### src/rtl/alu_sequencer_if.sv
// alu_sequencer_if: request, ALU start/done and writeback signals of the ALU sequencer
//   req_*  : decoded ALU request (valid/ready) from decode
//   alu_*  : operands, op and start/done handshake to the bit-serial ALU
//   wb_*   : writeback (valid/ready) toward the register file
//   busy, last_lat : status
//   modport master : the sequencer; modport slave : decode/ALU/writeback side
interface alu_sequencer_if #(parameter int LAT_W = 7);
  logic req_valid;
  logic req_ready;
  logic [31:0] req_rs1;
  logic [31:0] req_rs2;
  logic [2:0] req_func3;
  logic req_func7b5;
  logic req_is_imm;
  logic [4:0] req_rd;
  logic [31:0] alu_rs1;
  logic [31:0] alu_rs2;
  logic [3:0] alu_op;
  logic alu_start;
  logic alu_done;
  logic [31:0] alu_rd;
  logic wb_valid;
  logic wb_ready;
  logic [4:0] wb_rd;
  logic [31:0] wb_data;
  logic wb_err;
  logic busy;
  logic [LAT_W-1:0] last_lat;
  modport master (
    input req_valid, req_rs1, req_rs2, req_func3, req_func7b5, req_is_imm, req_rd,
    input alu_done, alu_rd, wb_ready,
    output req_ready, alu_rs1, alu_rs2, alu_op, alu_start,
    output wb_valid, wb_rd, wb_data, wb_err, busy, last_lat
  );
  modport slave (
    output req_valid, req_rs1, req_rs2, req_func3, req_func7b5, req_is_imm, req_rd,
    output alu_done, alu_rd, wb_ready,
    input req_ready, alu_rs1, alu_rs2, alu_op, alu_start,
    input wb_valid, wb_rd, wb_data, wb_err, busy, last_lat
  );
endinterface

### src/rtl/alu_sequencer.sv
// alu_sequencer: drives one request at a time through the bit-serial ALU start/done handshake
//   clk, rst : clock and asynchronous active-high reset
//   bus      : alu_sequencer_if master (request in, ALU handshake, writeback out, busy/last_lat)
module alu_sequencer #(
  parameter int TIMEOUT = 80,
  parameter int LAT_W = 7
) (
  input logic clk,
  input logic rst,
  alu_sequencer_if.master bus
);
  typedef enum logic [2:0] {DRAIN, IDLE, SETUP, START, WAIT, WB, DRAIN_WB} state_t;
  state_t state, state_n;
  logic [LAT_W-1:0] cnt, cnt_inc, lat_q;
  logic [31:0] rs1_q, rs2_q, data_q;
  logic [3:0] op_q;
  logic [4:0] rd_q;
  logic err_q, b3, tmo;
  assign cnt_inc = cnt + 1'b1;
  assign tmo = cnt_inc == LAT_W'(TIMEOUT);
  // func7[5] selects SUB only for register ADD/SUB, and SRA/SRAI for the right shifts
  assign b3 = ((bus.req_func3 == 3'b000 && !bus.req_is_imm) || bus.req_func3 == 3'b101) ? bus.req_func7b5 : 1'b0;
  assign bus.alu_rs1 = rs1_q;
  assign bus.alu_rs2 = rs2_q;
  assign bus.alu_op = op_q;
  assign bus.wb_rd = rd_q;
  assign bus.wb_data = data_q;
  assign bus.wb_err = err_q;
  assign bus.last_lat = lat_q;
  always_comb begin
    state_n = state;
    bus.req_ready = state == IDLE;
    bus.alu_start = state == START;
    bus.wb_valid = state == WB || state == DRAIN_WB;
    bus.busy = state != IDLE;
    case (state)
      DRAIN: state_n = (bus.alu_done || tmo) ? IDLE : DRAIN;
      IDLE: state_n = !bus.req_valid ? IDLE : (bus.req_rd == 5'd0) ? WB : SETUP;
      SETUP: state_n = START;
      START: state_n = WAIT;
      WAIT: state_n = bus.alu_done ? WB : tmo ? DRAIN_WB : WAIT;
      WB: state_n = bus.wb_ready ? IDLE : WB;
      DRAIN_WB: state_n = bus.wb_ready ? DRAIN : DRAIN_WB;
      default: state_n = DRAIN;
    endcase
  end
  // a timed-out ALU may still be running, so it is drained again before the next request
  always_ff @(posedge clk or posedge rst) begin
    if (rst) begin
      state <= DRAIN;
      cnt <= '0;
      rs1_q <= '0;
      rs2_q <= '0;
      op_q <= '0;
      rd_q <= '0;
      data_q <= '0;
      err_q <= 1'b0;
      lat_q <= '0;
    end else begin
      state <= state_n;
      cnt <= (state == DRAIN || state == WAIT) ? cnt_inc : '0;
      if (state == IDLE && bus.req_valid) begin
        rs1_q <= bus.req_rs1;
        rs2_q <= bus.req_rs2;
        op_q <= {b3, bus.req_func3};
        rd_q <= bus.req_rd;
        data_q <= '0;
        err_q <= 1'b0;
      end
      if (state == WAIT && bus.alu_done) begin
        data_q <= bus.alu_rd;
        lat_q <= cnt_inc;
        err_q <= 1'b0;
      end else if (state == WAIT && tmo) begin
        data_q <= '0;
        err_q <= 1'b1;
      end
    end
  end
endmodule

### src/flat_wrapper.sv
// flat-port wrapper written by rule: the top's interface ports become plain ports
module alu_sequencer_flat 
#(
  parameter int TIMEOUT = 80,
  parameter int LAT_W = 7
)
  (clk, rst, bus_req_valid, bus_req_rs1, bus_req_rs2, bus_req_func3, bus_req_func7b5, bus_req_is_imm, bus_req_rd, bus_alu_done, bus_alu_rd, bus_wb_ready, bus_req_ready, bus_alu_rs1, bus_alu_rs2, bus_alu_op, bus_alu_start, bus_wb_valid, bus_wb_rd, bus_wb_data, bus_wb_err, bus_busy, bus_last_lat);
  alu_sequencer_if #(.LAT_W(LAT_W)) bus_i ();
  input logic clk;
  input logic rst;
  input wire logic [$bits(bus_i.req_valid)-1:0] bus_req_valid;
  input wire logic [$bits(bus_i.req_rs1)-1:0] bus_req_rs1;
  input wire logic [$bits(bus_i.req_rs2)-1:0] bus_req_rs2;
  input wire logic [$bits(bus_i.req_func3)-1:0] bus_req_func3;
  input wire logic [$bits(bus_i.req_func7b5)-1:0] bus_req_func7b5;
  input wire logic [$bits(bus_i.req_is_imm)-1:0] bus_req_is_imm;
  input wire logic [$bits(bus_i.req_rd)-1:0] bus_req_rd;
  input wire logic [$bits(bus_i.alu_done)-1:0] bus_alu_done;
  input wire logic [$bits(bus_i.alu_rd)-1:0] bus_alu_rd;
  input wire logic [$bits(bus_i.wb_ready)-1:0] bus_wb_ready;
  output wire logic [$bits(bus_i.req_ready)-1:0] bus_req_ready;
  output wire logic [$bits(bus_i.alu_rs1)-1:0] bus_alu_rs1;
  output wire logic [$bits(bus_i.alu_rs2)-1:0] bus_alu_rs2;
  output wire logic [$bits(bus_i.alu_op)-1:0] bus_alu_op;
  output wire logic [$bits(bus_i.alu_start)-1:0] bus_alu_start;
  output wire logic [$bits(bus_i.wb_valid)-1:0] bus_wb_valid;
  output wire logic [$bits(bus_i.wb_rd)-1:0] bus_wb_rd;
  output wire logic [$bits(bus_i.wb_data)-1:0] bus_wb_data;
  output wire logic [$bits(bus_i.wb_err)-1:0] bus_wb_err;
  output wire logic [$bits(bus_i.busy)-1:0] bus_busy;
  output wire logic [$bits(bus_i.last_lat)-1:0] bus_last_lat;
  assign bus_i.req_valid = bus_req_valid;
  assign bus_i.req_rs1 = bus_req_rs1;
  assign bus_i.req_rs2 = bus_req_rs2;
  assign bus_i.req_func3 = bus_req_func3;
  assign bus_i.req_func7b5 = bus_req_func7b5;
  assign bus_i.req_is_imm = bus_req_is_imm;
  assign bus_i.req_rd = bus_req_rd;
  assign bus_i.alu_done = bus_alu_done;
  assign bus_i.alu_rd = bus_alu_rd;
  assign bus_i.wb_ready = bus_wb_ready;
  assign bus_req_ready = bus_i.req_ready;
  assign bus_alu_rs1 = bus_i.alu_rs1;
  assign bus_alu_rs2 = bus_i.alu_rs2;
  assign bus_alu_op = bus_i.alu_op;
  assign bus_alu_start = bus_i.alu_start;
  assign bus_wb_valid = bus_i.wb_valid;
  assign bus_wb_rd = bus_i.wb_rd;
  assign bus_wb_data = bus_i.wb_data;
  assign bus_wb_err = bus_i.wb_err;
  assign bus_busy = bus_i.busy;
  assign bus_last_lat = bus_i.last_lat;
  alu_sequencer #(.TIMEOUT(TIMEOUT), .LAT_W(LAT_W)) u_core (.clk(clk), .rst(rst), .bus(bus_i));
endmodule
### config.mk
export PLATFORM = sky130hd
export DESIGN_NAME = alu_sequencer_flat
export DESIGN_NICKNAME = d
export VERILOG_FILES = /design/src/rtl/alu_sequencer_if.sv /design/src/rtl/alu_sequencer.sv /design/src/flat_wrapper.sv
export SDC_FILE = /design/constraint.sdc
export NUM_CORES = 1
export LEC_CHECK = 0
export BUFFER_PORTS_ARGS = -buffer_cell sky130_fd_sc_hd__buf_4
export CAP_MARGIN = 20
export CELL_PAD_IN_SITES_DETAIL_PLACEMENT = 2
export CELL_PAD_IN_SITES_GLOBAL_PLACEMENT = 2
export CORE_MARGIN = 8
export CORE_UTILIZATION = 26
export DETAILED_ROUTE_END_ITERATION = 8
export PLACE_DENSITY = 0.82
export RECOVER_POWER = 25
export SKIP_CTS_REPAIR_TIMING = 1
export SYNTH_ARGS = -nofsm -noshare
export SYNTH_HDL_FRONTEND = slang
export SYNTH_SLANG_ARGS = --single-unit
### constraint.sdc
create_clock -name clk -period 5.2 [get_ports clk]
set_input_delay 0.52 -clock clk [delete_from_list [all_inputs] [get_ports clk]]
set_output_delay 0.52 -clock clk [all_outputs]
set_load 0.05 [all_outputs]
### Yosys cells after proc, flatten, opt, wreduce, memory -nomap -nowiden

Index checks and enable logic that the tools add are counted.

* register bits: 123
* word-level logic and storage cells: 48
* output and inout bits: 117
* input bits: 111

* mux-type cells: 16
* eq/ne operators: 9
* add/subtract/negate cells: 1
* reductions and logical operators: 13

Operators with widths (count)
* $mux W32: 3
* $pmux W3 S7: 1
* $mux W3: 5
* $eq A3 B3 Y1 const B: 4
* $add A7 B1 Y7 const B: 1
* $eq A7 B7 Y1 const B: 1
* $mux W7: 1
* $eq A3 B2 Y1 const B: 2
* $logic_not A3 Y1: 2
* $logic_not A5 Y1: 1
* $mux W1: 5
* $logic_and A1 B1 Y1: 4
* $logic_or A1 B1 Y1: 4
* $eq A3 B1 Y1 const B: 1
* $ne A3 B1 Y1 const B: 1
* $reduce_bool A3 Y1: 1
* $mux W2: 1
* $logic_not A1 Y1: 1

### Logic depth before layout (Yosys ltp)

Gate-level depths: netlist (run 1).

* word-level depth: 5
* depth in mapped cells: 9
* mapped depth without buffers: 6

### Worst setup path after synthesis (run 1)

Ideal clock, no wire load.

* path kind: reg2reg
* start: register u_core.state[2]
* end: register u_core.rs1_q[13] (netlist: u_core.bus.alu_rs1[13])
* cell stages (with the launch flop): 10
* setup time: 0.118 ns
* arrival time: 1.926 ns
* setup slack: 3.157 ns
* path buffers: 3
* clock period less this slack: 2.043 ns
* data required time: 5.082 ns
* cells stage by stage: dfrtp_1 -> buf_2 -> nor2b_1 -> nand2b_1 -> inv_2 -> nand2_1 -> buf_2 -> buf_2 -> nand2_1 -> nand2_1

* longest elaborated chain between the ends: 2

Ends and longest elaborated chain
* start: declaration: line alu_sequencer.sv:13 `state_t state, state_n;`
* start signal: assignment: line alu_sequencer.sv:60 `state <= state_n;`
* $eq A3 B1 Y1
* named net bus_req_ready: line flat_wrapper.sv:21 `output wire logic [$bits(bus_i.req_ready)-1:0] bus_req_ready;`
* $logic_and A1 B1 Y1: line alu_sequencer.sv:62 `if (state == IDLE && bus.req_valid) begin`
* end signal: assignment: line alu_sequencer.sv:63 `rs1_q <= bus.req_rs1;`
* end: declaration: line alu_sequencer.sv:15 `logic [31:0] rs1_q, rs2_q, data_q;`

The timed path passes the listed nets, and every way through them passes these cells.
A chain may end at the register's enable or synchronous reset.

==> results of run 1 <==
metrics by stage:
stage	cell area, sq um	hold WS (ns)	instances
after global placement	6700	0.458	907
after CTS	7340	0.274	939
final	7290	0.294	939
after detailed placement	6700	0.468	907
after floorplan	4790	0.475	475
after global routing	7290	0.275	939
sequential cells by signal, indices dropped and copies added (netlist names):
signal / count
u_core.bus.alu_rs1: 32
u_core.bus.last_lat: 7
u_core.bus.alu_rs2: 32
u_core.bus.wb_data: 32
u_core.cnt: 7
u_core.bus.wb_rd: 5
u_core.bus.alu_op: 4
u_core.state: 3
u_core.bus.wb_err: 1
layer usage:
metal	vias to the layer above	global-route usage	wire, um
met5	-	0	0
met4	0	0.0431	257
met3	19	0.0707	1730
met2	159	0.275	9160
met1	2126	0.170	6920
li1	1972	-	-
logic make-up after synthesis:
family | Yosys count
simple gates | 262
buf+inv | 32
compound gates | 46
flops | 123
fa+ha+maj | 1
mux | 5
xor+xnor | 6
placed cells by master (no fill, tap or decap), types with 2 or more instances in the layout:
master	n
xnor2_1	2
nand2b_1	4
a21oi_1	6
nor2b_1	2
buf_4	214
clkbuf_8	2
bufinv_16	4
nor2_1	14
and3_1	2
nand2_1	222
o221ai_1	2
clkbuf_1	16
clkbuf_4	2
o21ai_0	3
mux2i_1	4
nand3_1	5
clkbuf_16	17
nor4bb_4	2
nor3_1	2
inv_1	2
a22o_1	32
and2_1	2
dfrtp_1	123
xor2_1	4
clkinv_4	4
worst max path at each step:
stage               cells after the start            start                endpoint  slack, ns
detailed placement                      6     bus_alu_done  u_core.bus.wb_data[25]       2.74
floorplan                               1              rst    u_core.bus.alu_op[0]       1.41
finish                                  3              rst  u_core.bus.wb_data[14]       2.30
global placement                        6     bus_alu_done  u_core.bus.wb_data[18]       2.90
global route                            3              rst  u_core.bus.wb_data[14]       1.78
CTS                                     5  u_core.state[2]   u_core.bus.wb_data[6]       2.77
critical path, stage by stage:
cell and delay [ns]:
clkbuf_4 0.11, clkinvlp_2 1.80, buf_4 0.85
power groups by stage:
| stage | registers (mW) | logic (mW) | clock network, mW |
|---|---|---|---|
| after floorplan | 3.09 | 0.715 | 0 |
| after global placement | 1.68 | 3.12 | 0 |
| after detailed placement | 1.72 | 3.22 | 0 |
| after CTS | 1.71 | 3.24 | 1.32 |
| after global routing | 1.76 | 3.31 | 1.37 |
| final | 1.70 | 3.12 | 1.29 |
layout make-up:
type,instances,area [sq um]
Fill cell,1957,10700
Clock inverter,12,188
Timing Repair Buffer,231,1680
Clock buffer,20,457
Tap cell,229,287
Sequential cell,123,3080
Inverter,4,16.3
Multi-Input combinational cell,320,1580
==> results.md, run 1 <==
- Max Cap Viol: 1
- N_diodes: 0
- Yosys reg bits: 123
- Syn Inst Count: 475
- Element type at the critical path start: primary input
- Pwr dens: 838 nW/um^2
- Slack of the critical path: 2.30 ns
- CTS buffer count: 17
- Maximum root-to-sink buffer count: 2
- Synth Warn #: 0
- IO Port Bufs: 227
- Final estimated routing congestion in global placement: 0.758
- Crit-path max FO: 68
- Data required time of the critical path: 5.66 ns
- Worst Hold Path Cells: 3
- RR Startpoint: u_core.state[2]
- Final Max Tran Viols: 69
- Drt drc: 0
- Post-Synth Adder-Cell Area: 0.00261
- Total power: 6.11 mW
- Clk sinks: 123
- Critical Path Sink Type: asynchronous set/reset pin
- Top FF cell, synth: dfrtp_1
- Distinct cells, synth: 34
- Outcome: finished, violations left
- Dpl hpwl: 13.3 mm
- Peak VDD IR: 0.447 mV
- Fmax: 0.345 GHz
- Most common cell in the netlist: nand2_1
- Vias/cell: 4.55
- Tcrit/Tclk final: 0.558
- Chip width: 152 um
- CTS tree: built
- Vias: 4276
- Comb pwr share: 0.511
- Hold Fails Final Rpt: 0
- Syn nets: 587
- RSZ-0062 raised after global routing: no
- Number of global-route vias before repair: 5112
- Largest family of logic cells by synthesized area: simple AND/OR/NAND/NOR gates
- H-tree levels: 4
- Synthesis-to-finish area growth: 52.2%
- Pin count of the biggest net entering global routing: 73
- Hold worst-path end: u_core.bus.alu_rs2[10]
- Top cells by area, synth: dfrtp_1 64%, nand2_1 17%, a22o_1 5.9%
- Root buffer cell: clkbuf_16
- Post-synth EDFFs: 0
- First-pass GRT wire length: 28.1 mm
- Failing checks: max-capacitance violations, max-slew violations
- Asr flop ratio synth: 1.00
- Leak pwr: 3.90 nW
- Yosys top cell by area: dfrtp_1
- Post-Syn Area: 4790 sq um
- Compound-Gate Fraction of Synth Area: 0.0800
- Worst Hold Class: in -> reg
- Initial antenna violation count: 0
- Worst Hold Launch: bus_req_rs2[10]
- Switching part of the total: 0.496
- Rows: 49
- XOR/XNOR Fraction of Synth Area: 0.0110
- Seq pwr share: 0.279
- Crit path DAT: 3.36 ns
- Final #Nets: 809
- Final setup fails: 0
- P_int: 3.07 mW
- Fin crit period: 2.90 ns
- Layout cell share with drive strength beyond 1: 0.359
- Slew @ Worst Pin: 3.23 ns
- Core area: 18000 sq um
- Initial core utilization: 0.266
- I/O Pins: 228
- Dpl ws: 2.74 ns
- DR iter-0 viols: 145
- Clock-pin slew on the worst setup and hold paths: 0.06 ns
- Crit Path Class: in -> async
- Layout Utilization: 0.404
- Switching Power: 3.03 mW
- R2r endpoint: u_core.bus.wb_data[15]
- R2R cell count: 5
- Slew headroom: -1.17
- Synth top area share: 0.643
- Grt ovf: 0
- Mean Syn Cell Area: 10.1 sq um
- Die ar.: 23000 sq um
- Post-detailed-route count of antenna-violating nets: 0
- Total track usage: 0.158
- Post-synth top cells: 223 x nand2_1, 123 x dfrtp_1, 32 x a22o_1
- Worst skew pair latency: 0.41 ns
- Die Y: 152 um
- WL/cell: 19.2 um
- Setup TNS: 0 ns
- DRT Wirelength: 18.1 mm
- Reg-to-reg slack, setup: 2.78 ns
- Simple-gate area share of the yosys netlist: 0.220
- Register area share after synthesis: 0.643
- Clock power frac: 0.210
- 1st-pass router iterations: 4
- Mux cell area share after synthesis: 0.0107
- Clock Skew: 0.00732 ns
No activity file was read; power rests on OpenSTA's default activity.
==> run 2: changes to the inputs <==
--- a/config.mk
+++ b/config.mk
@@ -5,14 +5,15 @@
 export SDC_FILE = /design/constraint.sdc
 export NUM_CORES = 1
 export LEC_CHECK = 0
+export ABC_AREA = 1
 export BUFFER_PORTS_ARGS = -buffer_cell sky130_fd_sc_hd__buf_4
 export CAP_MARGIN = 20
 export CELL_PAD_IN_SITES_DETAIL_PLACEMENT = 2
 export CELL_PAD_IN_SITES_GLOBAL_PLACEMENT = 2
 export CORE_MARGIN = 8
-export CORE_UTILIZATION = 26
+export CORE_UTILIZATION = 24
 export DETAILED_ROUTE_END_ITERATION = 8
-export PLACE_DENSITY = 0.82
+export PLACE_DENSITY = 0.8
 export RECOVER_POWER = 25
 export SKIP_CTS_REPAIR_TIMING = 1
 export SYNTH_ARGS = -nofsm -noshare
==> constraint.sdc (replaced) <==
create_clock -name clk -period 2.3 [get_ports clk]
set_input_delay 0.23 -clock clk [delete_from_list [all_inputs] [get_ports clk]]
set_output_delay 0.23 -clock clk [all_outputs]
set_load 0.05 [all_outputs]
==> results.md, run 2 <==
- Asr flop ratio synth: 1.00
- Buffers and inverters on the worst path: 2
- Slew headroom: 0.0691
- Syn nets: 673
- Slew @ Worst Pin: 1.40 ns
- N_diodes: 0
- Final Max Tran Viols: 0
- Final setup fails: 0
- Most common cell in the netlist: nand2_1
- Syn Inst Count: 561
- Vias/cell: 4.27
- Register area share after synthesis: 0.602
- Final estimated routing congestion in global placement: 0.688
- DR iter-0 viols: 123
- Most common cell after layout, fill and taps aside: nand2_1
- I/O Pins: 228
- CTS buffer count: 17
- Total track usage: 0.142
- Hold Fails Final Rpt: 0
- Post-route cell area: 7710 sq um
- WL/cell: 17.0 um
- Critical-path top delay cell: dfrtp_1
- Clock Skew: 0.0100 ns
- Initial antenna violation count: 0
- CP Cell Sequence: ha_1, nand2_1, nor2_2, nand2_1, nand2_1, inv_2, nor2_4, nand3_4, buf_4, nand3_2, nand2_1
- Hold slack: 0.0131 ns
- Post-detailed-route count of antenna-violating nets: 0
- Data required time of the critical path: 2.60 ns
- Clock-pin slew on the worst setup and hold paths: 0.06 ns
- Crit path DAT: 2.20 ns
- Placed Instance Area: 7110 sq um
- Pwr dens: 1660 nW/um^2
- CP most frequent cell: nand2_1
- Setup TNS: 0 ns
- Largest stage delay, worst path: 0.40 ns
- Critical Path Sink Type: flip-flop
- Post-synth EDFFs: 0
- Vias: 4625
- 1st-pass router iterations: 4
- Root buffer cell: clkbuf_16
- Yosys top cell by area: dfrtp_1
- Maximum root-to-sink buffer count: 2
- Worst skew pair latency: 0.41 ns
- Post-Syn Area: 5110 sq um
- IO Port Bufs: 227
- First-pass GRT wire length: 29.4 mm
- Core area: 21000 sq um
- Grt ovf: 0
- Top FF cell, synth: dfrtp_1
- Rows: 53
- RSZ-0062 raised after global routing: no
- Tcrit/Tclk final: 0.826
- Synth top area share: 0.602
- Crit-path max FO: 15
- Die ar.: 26200 sq um
- Most frequent cells in the layout: 302 x nand2_1, 233 x buf_4, 123 x dfrtp_1, 30 x nand3_2
- Final #Nets: 907
- Synthesis-to-finish area growth: 50.9%
- Top cells by area, synth: dfrtp_1 60%, nand2_1 22%, nand3_2 5.9%
- Clk sinks: 123
- Layout cell share with drive strength beyond 1: 0.388
- Outcome: complete, no violations
- Distinct cells, synth: 28
- Reg-to-reg slack, setup: 0.40 ns
- CTS tree: built
- Fin crit period: 1.90 ns
- H-tree levels: 4
- Mean Syn Cell Area: 9.11 sq um
- Number of global-route vias before repair: 5363
- Worst Hold Class: in -> reg
- Peak VDD IR: 0.599 mV
- Total power: 12.8 mW
- Leak pwr: 4.21 nW
- Synth Warn #: 0
- Chip width: 162 um
- Element type at the critical path start: flip-flop
- Pin count of the biggest net entering global routing: 71
- Dpl hpwl: 13.8 mm
- Fmax: 0.527 GHz
- Initial core utilization: 0.244
- Crit Path Class: reg -> reg
- Post-synth top cells: 302 x nand2_1, 123 x dfrtp_1, 30 x nand3_2
- Max Cap Viol: 0
- Yosys reg bits: 123
- Drt drc: 0
- DRT Wirelength: 18.4 mm
- Die Y: 162 um
- Delay-heaviest family, CP: simple AND/OR/NAND/NOR gates
## run 2: cell type report
class                      instances  area, sq um
clock buffer                      19          443
multi-input combinational        389         1780
fill                            2431        13200
inverter                          23         87.6
tap                              275          344
clock inverter                    12          149
sequential                       123         3080
timing repair buffer             241         1830
## run 2: per-layer routing
layer,vias to the layer above,track usage,routed length (um)
li1,2198,-,-
met1,2260,0.161,7560
met2,152,0.230,8730
met3,15,0.0742,1850
met4,0,0.0412,244
met5,-,0,0
## run 2: where the power goes
| part | internal (mW) | leakage, nW | switching [mW] |
|---|---|---|---|
| Combinational | 1.79 | 2.33 | 4.71 |
| Clock | 1.72 | 0.292 | 1.00 |
| Sequential | 3.05 | 1.58 | 0.555 |
| Total | 6.56 | 4.21 | 6.27 |
## run 2: kinds of logic (layout without fill, tap and decap cells)
logic type	after synthesis	count (layout)	synth area share
simple gates	365	365	0.320
flops	123	123	0.602
buf+inv	49	295	0.0490
compound gates	22	22	0.0245
fa+ha+maj	1	1	0.00245
xor+xnor	1	1	0.00171
## run 2: tightest hold or removal path, cell delays in order
cell	delay (ns)
buf_4	0.07
nand2_1	0.04
nand2_1	0.04
## run 2: worst paths after layout
path	depth (start not counted)	endpoint	startpoint
max	11	u_core.bus.wb_data[26]	u_core.cnt[0]
min	3	u_core.bus.alu_rs2[19]	bus_req_rs2[19]
max reg2reg	11	u_core.bus.wb_data[26]	u_core.cnt[0]
min reg2reg	2	u_core.bus.alu_rs1[9]	u_core.bus.alu_rs1[9]
max in group asynchronous	4	u_core.bus.wb_data[12]	rst
min in group asynchronous	4	u_core.bus.alu_rs2[29]	rst
## run 2: per-stage QoR
step,worst slack [ns],instances,utilization
floorplan,0.316,561,-
global placement,0.440,1047,0.339
detailed placement,0.384,1047,0.339
CTS,0.372,1078,0.368
global route,0.190,1082,0.368
finish,0.401,1082,0.368
